`src/rtl/switch_port_receiver.sv`:
```
// switch_port_receiver: drains one router output port, reassembles each
// packet (DA, SA, LEN, payload, FCS), checks it and reports status plus a
// captured byte stream.
module switch_port_receiver #(
    parameter int PORT_ID = 0,
    parameter int CNT_W   = 16
) (
    input  logic             clock,
    input  logic             reset,
    input  logic             ready,
    input  logic [7:0]       data,
    output logic             read,
    output logic             byte_valid,
    output logic [7:0]       byte_data,
    output logic [7:0]       byte_idx,
    output logic             pkt_done,
    output logic             pkt_ok,
    output logic             err_da,
    output logic             err_fcs,
    output logic             err_trunc,
    output logic [7:0]       pkt_da,
    output logic [7:0]       pkt_sa,
    output logic [7:0]       pkt_len,
    output logic [CNT_W-1:0] pkt_count
);
    localparam logic [7:0] PORT_BYTE = 8'(PORT_ID);

    typedef enum logic [1:0] {IDLE, REQ, DRAIN, DONE} state_t;
    state_t state, state_nxt;

    // Request/capture counters are 9 bits so a 259-byte packet never wraps.
    logic [8:0] req_cnt, req_nxt, cap_cnt, total;
    logic       read_p1;
    logic       trunc;
    logic [7:0] run_xor, hdr_da, hdr_sa, hdr_len, len_now;
    logic       len_here, len_known, last_req, is_fcs, got_da;
    logic       bad_da, bad_fcs;
    logic       start, stop, cut, finish;

    // Length decode: LEN is used straight off the bus in its capture cycle so
    // that a zero-length packet still stops after four requests.
    always_comb begin
        len_here  = read_p1 && (cap_cnt == 9'd2);
        len_now   = len_here ? data : hdr_len;
        len_known = len_here || (cap_cnt >= 9'd3);
        total     = {1'b0, len_now} + 9'd4;
        req_nxt   = req_cnt + 9'd1;
        last_req  = len_known && (req_nxt == total);
        is_fcs    = (cap_cnt >= 9'd3) && (cap_cnt == ({1'b0, hdr_len} + 9'd3));
        got_da    = (cap_cnt != 9'd0);
        bad_da    = got_da && (hdr_da != PORT_BYTE);
        bad_fcs   = !trunc && (run_xor != byte_data);
    end

    // State register
    always_ff @(posedge clock) begin
        if (reset) state <= IDLE;
        else       state <= state_nxt;
    end

    // Next-state logic
    always_comb begin
        state_nxt = state;
        case (state)
            IDLE:    if (ready) state_nxt = REQ;
            REQ:     if (last_req || !ready) state_nxt = DRAIN;
            DRAIN:   state_nxt = DONE;
            DONE:    state_nxt = IDLE;
            default: state_nxt = IDLE;
        endcase
    end

    // FSM control strobes
    always_comb begin
        start  = (state == IDLE) && ready;
        stop   = (state == REQ) && (last_req || !ready);
        cut    = (state == REQ) && !last_req && !ready;
        finish = (state == DONE);
    end

    // Request generation and byte capture; data arrives one cycle after read
    always_ff @(posedge clock) begin
        if (reset) begin
            read       <= 1'b0;
            read_p1    <= 1'b0;
            req_cnt    <= 9'd0;
            cap_cnt    <= 9'd0;
            trunc      <= 1'b0;
            byte_valid <= 1'b0;
            byte_data  <= 8'd0;
            byte_idx   <= 8'd0;
        end else begin
            read_p1    <= read;
            byte_valid <= read_p1;
            if (start) begin
                read    <= 1'b1;
                req_cnt <= 9'd0;
                cap_cnt <= 9'd0;
                trunc   <= 1'b0;
            end else if (state == REQ) begin
                req_cnt <= req_nxt;
                if (stop) read  <= 1'b0;
                if (cut)  trunc <= 1'b1;
            end
            if (read_p1) begin
                byte_data <= data;
                byte_idx  <= cap_cnt[7:0];
                cap_cnt   <= cap_cnt + 9'd1;
            end
        end
    end

    // Running FCS and header capture for the packet in flight
    always_ff @(posedge clock) begin
        if (start) begin
            run_xor <= 8'd0;
            hdr_da  <= 8'd0;
            hdr_sa  <= 8'd0;
            hdr_len <= 8'd0;
        end else if (read_p1) begin
            if (!is_fcs) run_xor <= run_xor ^ data;
            case (cap_cnt)
                9'd0:    hdr_da  <= data;
                9'd1:    hdr_sa  <= data;
                9'd2:    hdr_len <= data;
                default: ;
            endcase
        end
    end

    // Per-packet status, held until the next completed packet
    always_ff @(posedge clock) begin
        if (reset) begin
            pkt_done  <= 1'b0;
            pkt_ok    <= 1'b0;
            err_da    <= 1'b0;
            err_fcs   <= 1'b0;
            err_trunc <= 1'b0;
            pkt_da    <= 8'd0;
            pkt_sa    <= 8'd0;
            pkt_len   <= 8'd0;
            pkt_count <= '0;
        end else begin
            pkt_done <= finish;
            if (finish) begin
                err_da    <= bad_da;
                err_fcs   <= bad_fcs;
                err_trunc <= trunc;
                pkt_ok    <= !bad_da && !bad_fcs && !trunc;
                pkt_da    <= hdr_da;
                pkt_sa    <= hdr_sa;
                pkt_len   <= hdr_len;
                pkt_count <= pkt_count + 1'b1;
            end
        end
    end
endmodule

```
`config.mk`:
```
export PLATFORM = sky130hd
export DESIGN_NAME = switch_port_receiver
export DESIGN_NICKNAME = d
export VERILOG_FILES = /design/src/rtl/switch_port_receiver.sv
export SDC_FILE = /design/constraint.sdc
export NUM_CORES = 1
export LEC_CHECK = 0
export CORE_MARGIN = 5
export CORE_UTILIZATION = 55
export DETAILED_ROUTE_END_ITERATION = 6
export GPL_ROUTABILITY_DRIVEN = 0
export PLACE_DENSITY = 0.83
export SLEW_MARGIN = 40
export SYNTH_ARGS = -nofsm -noshare
export SYNTH_HDL_FRONTEND = slang
export SYNTH_SLANG_ARGS = --single-unit
```
`constraint.sdc`:
```
create_clock -name clock -period 3.75 [get_ports clock]
set_input_delay 0.375 -clock clock [delete_from_list [all_inputs] [get_ports clock]]
set_output_delay 0.375 -clock clock [all_outputs]
set_load 0.05 [all_outputs]
```
==> impl_results.html, run 1 <==
<table>
<tr><th>Metric</th><th>Value</th></tr>
<tr><th colspan="2">Outcome</th></tr>
<tr><td>Outcome</td><td>completed</td></tr>
<tr><th colspan="2">GRT</th></tr>
<tr><td>Pin count of the biggest net entering global routing</td><td>41</td></tr>
<tr><td>Number of global-route vias before repair</td><td>4475</td></tr>
<tr><td>Final global-route overflow total</td><td>0</td></tr>
<tr><td>Antenna violations before repair</td><td>0</td></tr>
<tr><td>Total routing resource utilization after global routing</td><td>23.92%</td></tr>
<tr><td>First-pass GRT wire length</td><td>22.23 mm</td></tr>
<tr><th colspan="2">Critical path</th></tr>
<tr><td>Critical Path Fanout Max</td><td>7</td></tr>
<tr><td>Capturing element type of the critical path</td><td>flip-flop</td></tr>
<tr><td>Worst reg2reg startpoint</td><td>cap_cnt[7]</td></tr>
<tr><td>Critical path class</td><td>reg2reg</td></tr>
<tr><td>Data arrival time at the worst-slack endpoint</td><td>4010 ps</td></tr>
<tr><td>Critical path buffers and inverters</td><td>1</td></tr>
<tr><td>Stages on worst setup path</td><td>11</td></tr>
<tr><td>Data required, critical path</td><td>4200 ps</td></tr>
<tr><td>Delay contributed by the slowest stage of the critical path</td><td>600 ps</td></tr>
<tr><td>Master of the slowest instance on the critical path</td><td>nor4_2</td></tr>
<tr><td>Cells along the critical path</td><td>nor4_2 -&gt; nand3_2 -&gt; mux2i_2 -&gt; inv_1 -&gt; ha_1 -&gt; o21ai_0 -&gt; xnor3_1 -&gt; nor3b_2 -&gt; o211a_1 -&gt; a21o_1 -&gt; mux2i_1</td></tr>
<tr><td>Top delay family on crit path</td><td>simple AND/OR/NAND/NOR gates</td></tr>
<tr><td>Critical path launch point</td><td>cap_cnt[7]</td></tr>
<tr><td>Worst reg-to-reg path cell count</td><td>11</td></tr>
<tr><td>Critical Path Start Type</td><td>flip-flop</td></tr>
<tr><th colspan="2">Logic synthesis</th></tr>
<tr><td>Async set-reset flop share out of synthesis</td><td>0%</td></tr>
<tr><td>Number of nets in the synthesized netlist</td><td>625</td></tr>
<tr><td>Number of synthesized register bits</td><td>117</td></tr>
<tr><td>Synthesized netlist cell count</td><td>601</td></tr>
<tr><td>Post-synth EDFFs</td><td>0</td></tr>
<tr><td>Synthesized area per cell</td><td>9.071 um^2</td></tr>
<tr><td>Top flip-flop cell by instance count after synthesis</td><td>dfxtp_1</td></tr>
<tr><td>Number of distinct standard cells referenced by the synthesized netlist</td><td>50</td></tr>
<tr><td>Ys Warns</td><td>0</td></tr>
<tr><td>Most area-consuming cells after synthesis</td><td>dfxtp_1, mux2i_1, nor2_1, xor2_1, xnor2_1</td></tr>
<tr><td>Mapped cell area</td><td>5451 um^2</td></tr>
<tr><td>Sequential share of the synthesized area</td><td>42.97%</td></tr>
<tr><td>Share of the synthesized area in the top cell type</td><td>42.97%</td></tr>
<tr><td>Leading area contributor after synthesis</td><td>dfxtp_1</td></tr>
<tr><th colspan="2">Floorplanning</th></tr>
<tr><td>Die Width</td><td>109.6 um</td></tr>
<tr><td># rows</td><td>36</td></tr>
<tr><td>Total Die Area</td><td>12000 um^2</td></tr>
<tr><td>Starting density of the core</td><td>56.03%</td></tr>
<tr><td>Core region area</td><td>9729 um^2</td></tr>
<tr><td>Number of top-level design ports</td><td>74</td></tr>
<tr><td>Die height</td><td>109.6 um</td></tr>
<tr><th colspan="2">Routing</th></tr>
<tr><td>Iteration-0 DRC Markers</td><td>332</td></tr>
<tr><td>Final Routed Wirelength</td><td>13.74 mm</td></tr>
<tr><td>First-pass detailed-route iteration total</td><td>6</td></tr>
<tr><td>Post-route DRC</td><td>0</td></tr>
<tr><td>Per-cell via count in the routed design</td><td>5.690</td></tr>
<tr><td>DR vias</td><td>4603</td></tr>
<tr><td>Antenna-violating nets left</td><td>0</td></tr>
<tr><td>Wire length per cell after detailed routing</td><td>16.98 um</td></tr>
<tr><th colspan="2">Layout</th></tr>
<tr><td>Most common cell after layout, fill and taps aside</td><td>dfxtp_1</td></tr>
<tr><td>Area Overhead vs Synth</td><td>25.20%</td></tr>
<tr><td>Leading cell types in the layout, fill and taps excluded</td><td>dfxtp_1, nor2_1, clkdlybuf4s50_1, mux2i_1, xor2_1</td></tr>
<tr><td>Number of nets at the end of the flow</td><td>687</td></tr>
<tr><td>Number of antenna diodes</td><td>0</td></tr>
<tr><td>Fraction of layout instances using a drive strength above 1</td><td>7.544%</td></tr>
<tr><td>End-of-flow core utilization</td><td>70.15%</td></tr>
<tr><th colspan="2">Timing</th></tr>
<tr><td>Worst hold slack across all endpoints</td><td>404.5 ps</td></tr>
<tr><td>Unrepaired setup endpoints after global routing</td><td>false</td></tr>
<tr><td>Pins over their slew limit</td><td>0</td></tr>
<tr><td>Post-route clock skew</td><td>18.42 ps</td></tr>
<tr><td>Least-Margin Pin Slew</td><td>730.1 ps</td></tr>
<tr><td>Setup tns final</td><td>0 ps</td></tr>
<tr><td>Max Clock Freq</td><td>281.1 MHz</td></tr>
<tr><td>Worst slew margin relative to its limit</td><td>51.33%</td></tr>
<tr><td>Crit path time final</td><td>3558 ps</td></tr>
<tr><td>Number of hold violations in the final report</td><td>0</td></tr>
<tr><td>Setup-violating endpoint count in the final report</td><td>0</td></tr>
<tr><td>Final worst path period share</td><td>94.87%</td></tr>
<tr><th colspan="2">Clocking</th></tr>
<tr><td>CTS clock-pin slew for the worst setup and hold paths</td><td>70 ps</td></tr>
<tr><td>CTS tree</td><td>yes</td></tr>
<tr><td>Clock tree buffer depth</td><td>2</td></tr>
<tr><td>Post-CTS Setup Bufs</td><td>0</td></tr>
<tr><td>Clock insertion delay at the later pin of the skew report</td><td>530 ps</td></tr>
<tr><td>Post-CTS Hold Buffers</td><td>0</td></tr>
<tr><td>CTS Root Cell</td><td>clkbuf_8</td></tr>
<tr><td>Maximum level of the CTS H-tree</td><td>4</td></tr>
<tr><td>TritonCTS sink count</td><td>117</td></tr>
<tr><td>CTS buffer count</td><td>17</td></tr>
<tr><th colspan="2">Min path</th></tr>
<tr><td>Worst min-delay path category</td><td>in2reg</td></tr>
<tr><td>Number of cells on the worst hold path</td><td>2</td></tr>
<tr><td>Hold_sp</td><td>reset</td></tr>
<tr><th colspan="2">Placement</th></tr>
<tr><td>Port bufs</td><td>73</td></tr>
<tr><td>Half-perimeter wire length after detailed placement</td><td>9.198 mm</td></tr>
<tr><th colspan="2">Job</th></tr>
<tr><td>Max-capacitance violation count</td><td>0</td></tr>
<tr><th colspan="2">Power</th></tr>
<tr><td>Maximum resistive drop on vdd</td><td>0.6420 mV</td></tr>
<tr><td>Cell leakage power</td><td>2.736 nW</td></tr>
<tr><td>PD cells</td><td>541.4 nW/um^2</td></tr>
<tr><td>Final Power</td><td>3.695 mW</td></tr>
</table>
-- area by class of cell --
cell class                 instances  area [um^2]
multi-input combinational        439         2940
fill                             717         2904
sequential                       117         2342
timing repair buffer              79        770.7
clock buffer                      18        427.9
tap                              133        166.4
clock inverter                    14        143.9
inverter                           9        33.78
-- cells in the mapped netlist, types with 2 or more instances --
cell type	number
dfxtp_1	117
nor2_1	115
mux2i_1	68
xor2_1	41
nand2_1	39
clkbuf_1	23
xnor2_1	20
nand3_1	19
a21oi_1	13
ha_1	13
and3_1	9
buf_1	9
inv_1	9
nand4_1	9
nor3_1	9
nor4_1	9
o21a_1	6
o21ai_0	6
nand2b_1	5
or3_1	5
a31oi_1	4
nor2b_1	4
a21o_1	3
and2_1	3
and4_1	3
o211a_1	3
o211ai_1	3
o31a_1	3
o31ai_1	3
a211o_1	2
a211oi_1	2
a22oi_1	2
buf_2	2
buf_6	2
mux2_2	2
or4_4	2
-- cells by family (layout without fill, tap and decap cells) --
| family | Yosys count | in the layout | share of synthesized area (%) |
|---|---|---|---|
| flops | 117 | 117 | 42.97 |
| compound gates | 56 | 56 | 7.275 |
| xor+xnor | 62 | 62 | 10.21 |
| mux | 70 | 70 | 12.90 |
| fa+ha+maj | 13 | 13 | 2.984 |
| buf+inv | 45 | 120 | 3.420 |
| simple gates | 238 | 238 | 20.24 |
-- what timing repair did --
item / in CTS / in global routing
hold endpoints to repair: 0 / 0
endpoints found under the setup margin: 0 / 2
resized for setup: 0 / 3
-- state kept, by name, indices dropped and copies added (netlist names), 2 cells and up --
signal	cells
req_cnt	9
hdr_len	8
run_xor	8
hdr_sa	8
byte_data	8
state	2
pkt_sa	8
pkt_len	8
cap_cnt	9
pkt_da	8
pkt_count	16
hdr_da	8
byte_idx	8
-- worst register-to-register path: stages, from the launching register on --
cell and delay [ps]:
dfxtp_1 390, nor4_2 600, nand3_2 370, mux2i_2 340, inv_1 80, ha_1 270, o21ai_0 150, xnor3_1 410
nor3b_2 310, o211a_1 220, a21o_1 170, mux2i_1 190
-- stage by stage --
stage | setup WS, ps | instance area [um^2] | instances
floorplan | 611.1 | 5451 | 601
global placement | 470.3 | 6238 | 777
detailed placement | 251.9 | 6238 | 777
CTS | 150.2 | 6810 | 809
global route | 1.238 | 6825 | 809
finish | 192.4 | 6825 | 809
-- metal layers --
layer / vias up / track usage [%] / routed length, um
met5: - / 0 / 0
met2: 177 / 38.49 / 6599
met4: 0 / 10.77 / 342
met3: 33 / 5.050 / 828
met1: 2205 / 30.89 / 5966
li1: 2188 / - / -
-- report_power, final --
group          internal (mW)  leakage, nW  switching, mW
Sequential              1.35        0.946          0.102
Clock                  0.917        0.281          0.635
Combinational          0.259         1.51          0.437
-- final timing paths --
check                           slack, ps     endpoint
worst max register to register        190     state[1]
worst min-delay path                  400    pkt_sa[0]
worst min register to register        480  byte_idx[2]
worst max-delay path                  190     state[1]
(Power assumes the default switching activity.)
==> run 2: changes to the inputs <==
--- a/config.mk
+++ b/config.mk
@@ -8,7 +8,6 @@
 export CORE_MARGIN = 5
 export CORE_UTILIZATION = 55
 export DETAILED_ROUTE_END_ITERATION = 6
-export GPL_ROUTABILITY_DRIVEN = 0
 export PLACE_DENSITY = 0.83
 export SLEW_MARGIN = 40
 export SYNTH_ARGS = -nofsm -noshare
==> impl_results.html, run 2 (same netlist as run 1, synthesis figures left out) <==
<table>
<tr><th>Metric</th><th>Value</th></tr>
<tr><th colspan="2">Outcome</th></tr>
<tr><td>Outcome</td><td>completed</td></tr>
<tr><th colspan="2">Timing</th></tr>
<tr><td>Final worst path period share</td><td>88.55%</td></tr>
<tr><td>Unrepaired setup endpoints after global routing</td><td>false</td></tr>
<tr><td>Least-Margin Pin Slew</td><td>625.5 ps</td></tr>
<tr><td>Final worst setup slack</td><td>429.5 ps</td></tr>
<tr><td>Crit path time final</td><td>3321 ps</td></tr>
<tr><td>Number of hold violations in the final report</td><td>0</td></tr>
<tr><td>Setup-violating endpoint count in the final report</td><td>0</td></tr>
<tr><td>Pins over their slew limit</td><td>0</td></tr>
<tr><td>Max Clock Freq</td><td>301.2 MHz</td></tr>
<tr><td>Post-route clock skew</td><td>10.27 ps</td></tr>
<tr><td>Worst slew margin relative to its limit</td><td>58.18%</td></tr>
<tr><td>Setup tns final</td><td>0 ps</td></tr>
<tr><th colspan="2">Placement</th></tr>
<tr><td>Final RePlAce weighted congestion</td><td>0.8844</td></tr>
<tr><td>Half-perimeter wire length after detailed placement</td><td>9.175 mm</td></tr>
<tr><td>Port bufs</td><td>73</td></tr>
<tr><td>Worst Setup Slack post-DPL</td><td>348.1 ps</td></tr>
<tr><td>Inst Count DP</td><td>778</td></tr>
<tr><td>Post-place instance area</td><td>6248 um^2</td></tr>
<tr><th colspan="2">Floorplanning</th></tr>
<tr><td>Total Die Area</td><td>12000 um^2</td></tr>
<tr><td>Number of top-level design ports</td><td>74</td></tr>
<tr><td>Die Width</td><td>109.6 um</td></tr>
<tr><td>Core region area</td><td>9729 um^2</td></tr>
<tr><td># rows</td><td>36</td></tr>
<tr><td>Die height</td><td>109.6 um</td></tr>
<tr><td>Starting density of the core</td><td>56.03%</td></tr>
<tr><th colspan="2">GRT</th></tr>
<tr><td>Total routing resource utilization after global routing</td><td>23.35%</td></tr>
<tr><td>Met1 track utilization from global routing</td><td>29.54%</td></tr>
<tr><td>Pin count of the biggest net entering global routing</td><td>55</td></tr>
<tr><td>Gr busiest metal</td><td>met2</td></tr>
<tr><td>Antenna violations before repair</td><td>0</td></tr>
<tr><td>Global-route track usage on met3</td><td>4.932%</td></tr>
<tr><td>Number of global-route vias before repair</td><td>4496</td></tr>
<tr><td>First-pass GRT wire length</td><td>22.07 mm</td></tr>
<tr><td>Met2 track demand over resource in global routing</td><td>38.80%</td></tr>
<tr><td>Final global-route overflow total</td><td>0</td></tr>
<tr><th colspan="2">Clocking</th></tr>
<tr><td>TritonCTS sink count</td><td>117</td></tr>
<tr><td>CTS tree</td><td>yes</td></tr>
<tr><td>CTS buffer count</td><td>17</td></tr>
<tr><td>Maximum level of the CTS H-tree</td><td>4</td></tr>
<tr><td>CTS Root Cell</td><td>clkbuf_8</td></tr>
<tr><td>Clock tree buffer depth</td><td>2</td></tr>
<tr><td>Post-CTS Setup Bufs</td><td>0</td></tr>
<tr><td>Clock insertion delay at the later pin of the skew report</td><td>520 ps</td></tr>
<tr><td>CTS clock-pin slew for the worst setup and hold paths</td><td>60 ps</td></tr>
<tr><td>Post-CTS Hold Buffers</td><td>0</td></tr>
<tr><th colspan="2">Layout</th></tr>
<tr><td>End-of-flow core utilization</td><td>70.38%</td></tr>
<tr><td>Largest register FFs</td><td>16</td></tr>
<tr><td>Area Overhead vs Synth</td><td>25.61%</td></tr>
<tr><td>Design Area, Final</td><td>6848 um^2</td></tr>
<tr><td>Fraction of layout instances using a drive strength above 1</td><td>7.101%</td></tr>
<tr><td>Number of antenna diodes</td><td>0</td></tr>
<tr><td>Most common cell after layout, fill and taps aside</td><td>dfxtp_1</td></tr>
<tr><td>Final Non-Filler Cells</td><td>809</td></tr>
<tr><td>Number of nets at the end of the flow</td><td>688</td></tr>
<tr><td>Register bank with the most flops</td><td>pkt_count</td></tr>
<tr><td>Registers with the most flip-flops</td><td>pkt_count: 16 flops, cap_cnt: 9 flops, req_cnt: 9 flops</td></tr>
<tr><td>Leading cell types in the layout, fill and taps excluded</td><td>dfxtp_1, nor2_1, clkdlybuf4s50_1, mux2i_1, xor2_1</td></tr>
<tr><td># fillers</td><td>721</td></tr>
<tr><th colspan="2">Critical path</th></tr>
<tr><td>Critical Path Start Type</td><td>flip-flop</td></tr>
<tr><td>Top delay family on crit path</td><td>compound AO/OA/AOI/OAI gates</td></tr>
<tr><td>Capturing element type of the critical path</td><td>flip-flop</td></tr>
<tr><td>Master of the slowest instance on the critical path</td><td>dfxtp_1</td></tr>
<tr><td>Critical path class</td><td>reg2reg</td></tr>
<tr><td>Delay contributed by the slowest stage of the critical path</td><td>430 ps</td></tr>
<tr><td>Cells along the critical path</td><td>inv_1 -&gt; ha_1 -&gt; and2_0 -&gt; nand3_2 -&gt; mux2i_1 -&gt; inv_1 -&gt; ha_1 -&gt; or3_1 -&gt; a211o_1 -&gt; a21oi_1 -&gt; o211a_1 -&gt; a21o_1 -&gt; mux2i_1</td></tr>
<tr><td>Data arrival time at the worst-slack endpoint</td><td>3760 ps</td></tr>
<tr><td>Critical path launch point</td><td>cap_cnt[0]</td></tr>
<tr><td>Data required, critical path</td><td>4190 ps</td></tr>
<tr><td>Worst reg2reg startpoint</td><td>cap_cnt[0]</td></tr>
<tr><td>Critical path buffers and inverters</td><td>2</td></tr>
<tr><td>Critical Path Fanout Max</td><td>7</td></tr>
<tr><th colspan="2">Routing</th></tr>
<tr><td>Post-route DRC</td><td>0</td></tr>
<tr><td>DR vias</td><td>4537</td></tr>
<tr><td>Final Routed Wirelength</td><td>13.37 mm</td></tr>
<tr><td>Per-cell via count in the routed design</td><td>5.608</td></tr>
<tr><td>First-pass detailed-route iteration total</td><td>5</td></tr>
<tr><td>Wire length per cell after detailed routing</td><td>16.53 um</td></tr>
<tr><td>Iteration-0 DRC Markers</td><td>312</td></tr>
<tr><td>Antenna-violating nets left</td><td>0</td></tr>
<tr><th colspan="2">Job</th></tr>
<tr><td>Max-capacitance violation count</td><td>0</td></tr>
<tr><th colspan="2">Min path</th></tr>
<tr><td>Worst min-delay path category</td><td>in2reg</td></tr>
<tr><td>Hold_sp</td><td>reset</td></tr>
<tr><th colspan="2">Power</th></tr>
<tr><td>PD cells</td><td>545.2 nW/um^2</td></tr>
<tr><td>Maximum resistive drop on vdd</td><td>0.5671 mV</td></tr>
<tr><td>Cell leakage power</td><td>2.756 nW</td></tr>
</table>
run 2: final timing paths:
kind	endpoint	slack [ps]	cells after the start
setup / recovery	state[1]	430	13
hold / removal	pkt_sa[5]	330	2
setup reg to reg	state[1]	430	13
hold reg to reg	byte_idx[2]	470	2
run 2: layout make-up:
cell class                 instances  area, um^2  area share, %
multi-input combinational        439        2934          42.85
sequential                       117        2342          34.20
timing repair buffer              80       780.7          11.40
clock buffer                      17       414.1          6.048
clock inverter                    14       176.4          2.576
tap                              133       166.4          2.430
inverter                           9       33.78         0.4933
run 2: stage by stage:
step	hold WS, ps	power [mW]
6_report	333.6	3.733
4_1_cts	327.2	3.740
2_1_floorplan	463.2	1.946
3_3_place_gp	467.4	2.106
5_1_grt	346.5	3.890
3_5_place_dp	465.8	2.130
run 2: routing by layer:
metal	vias up	part of all wire, %
li1	2186	-
met1	2143	44
met2	173	48
met3	35	6.0
met4	0	2.2
met5	-	0
run 2: timing repair:
action | 4_1_cts | 5_1_grt
resized for setup | 0 | 1
endpoints found under the setup margin | 0 | 2
hold endpoints to repair | 0 | 0
run 2: report_power, final:
part           switching (mW)  internal [mW]
Sequential              0.105           1.35
Clock                   0.595           1.02
Combinational           0.416          0.257
Total                    1.11           2.62
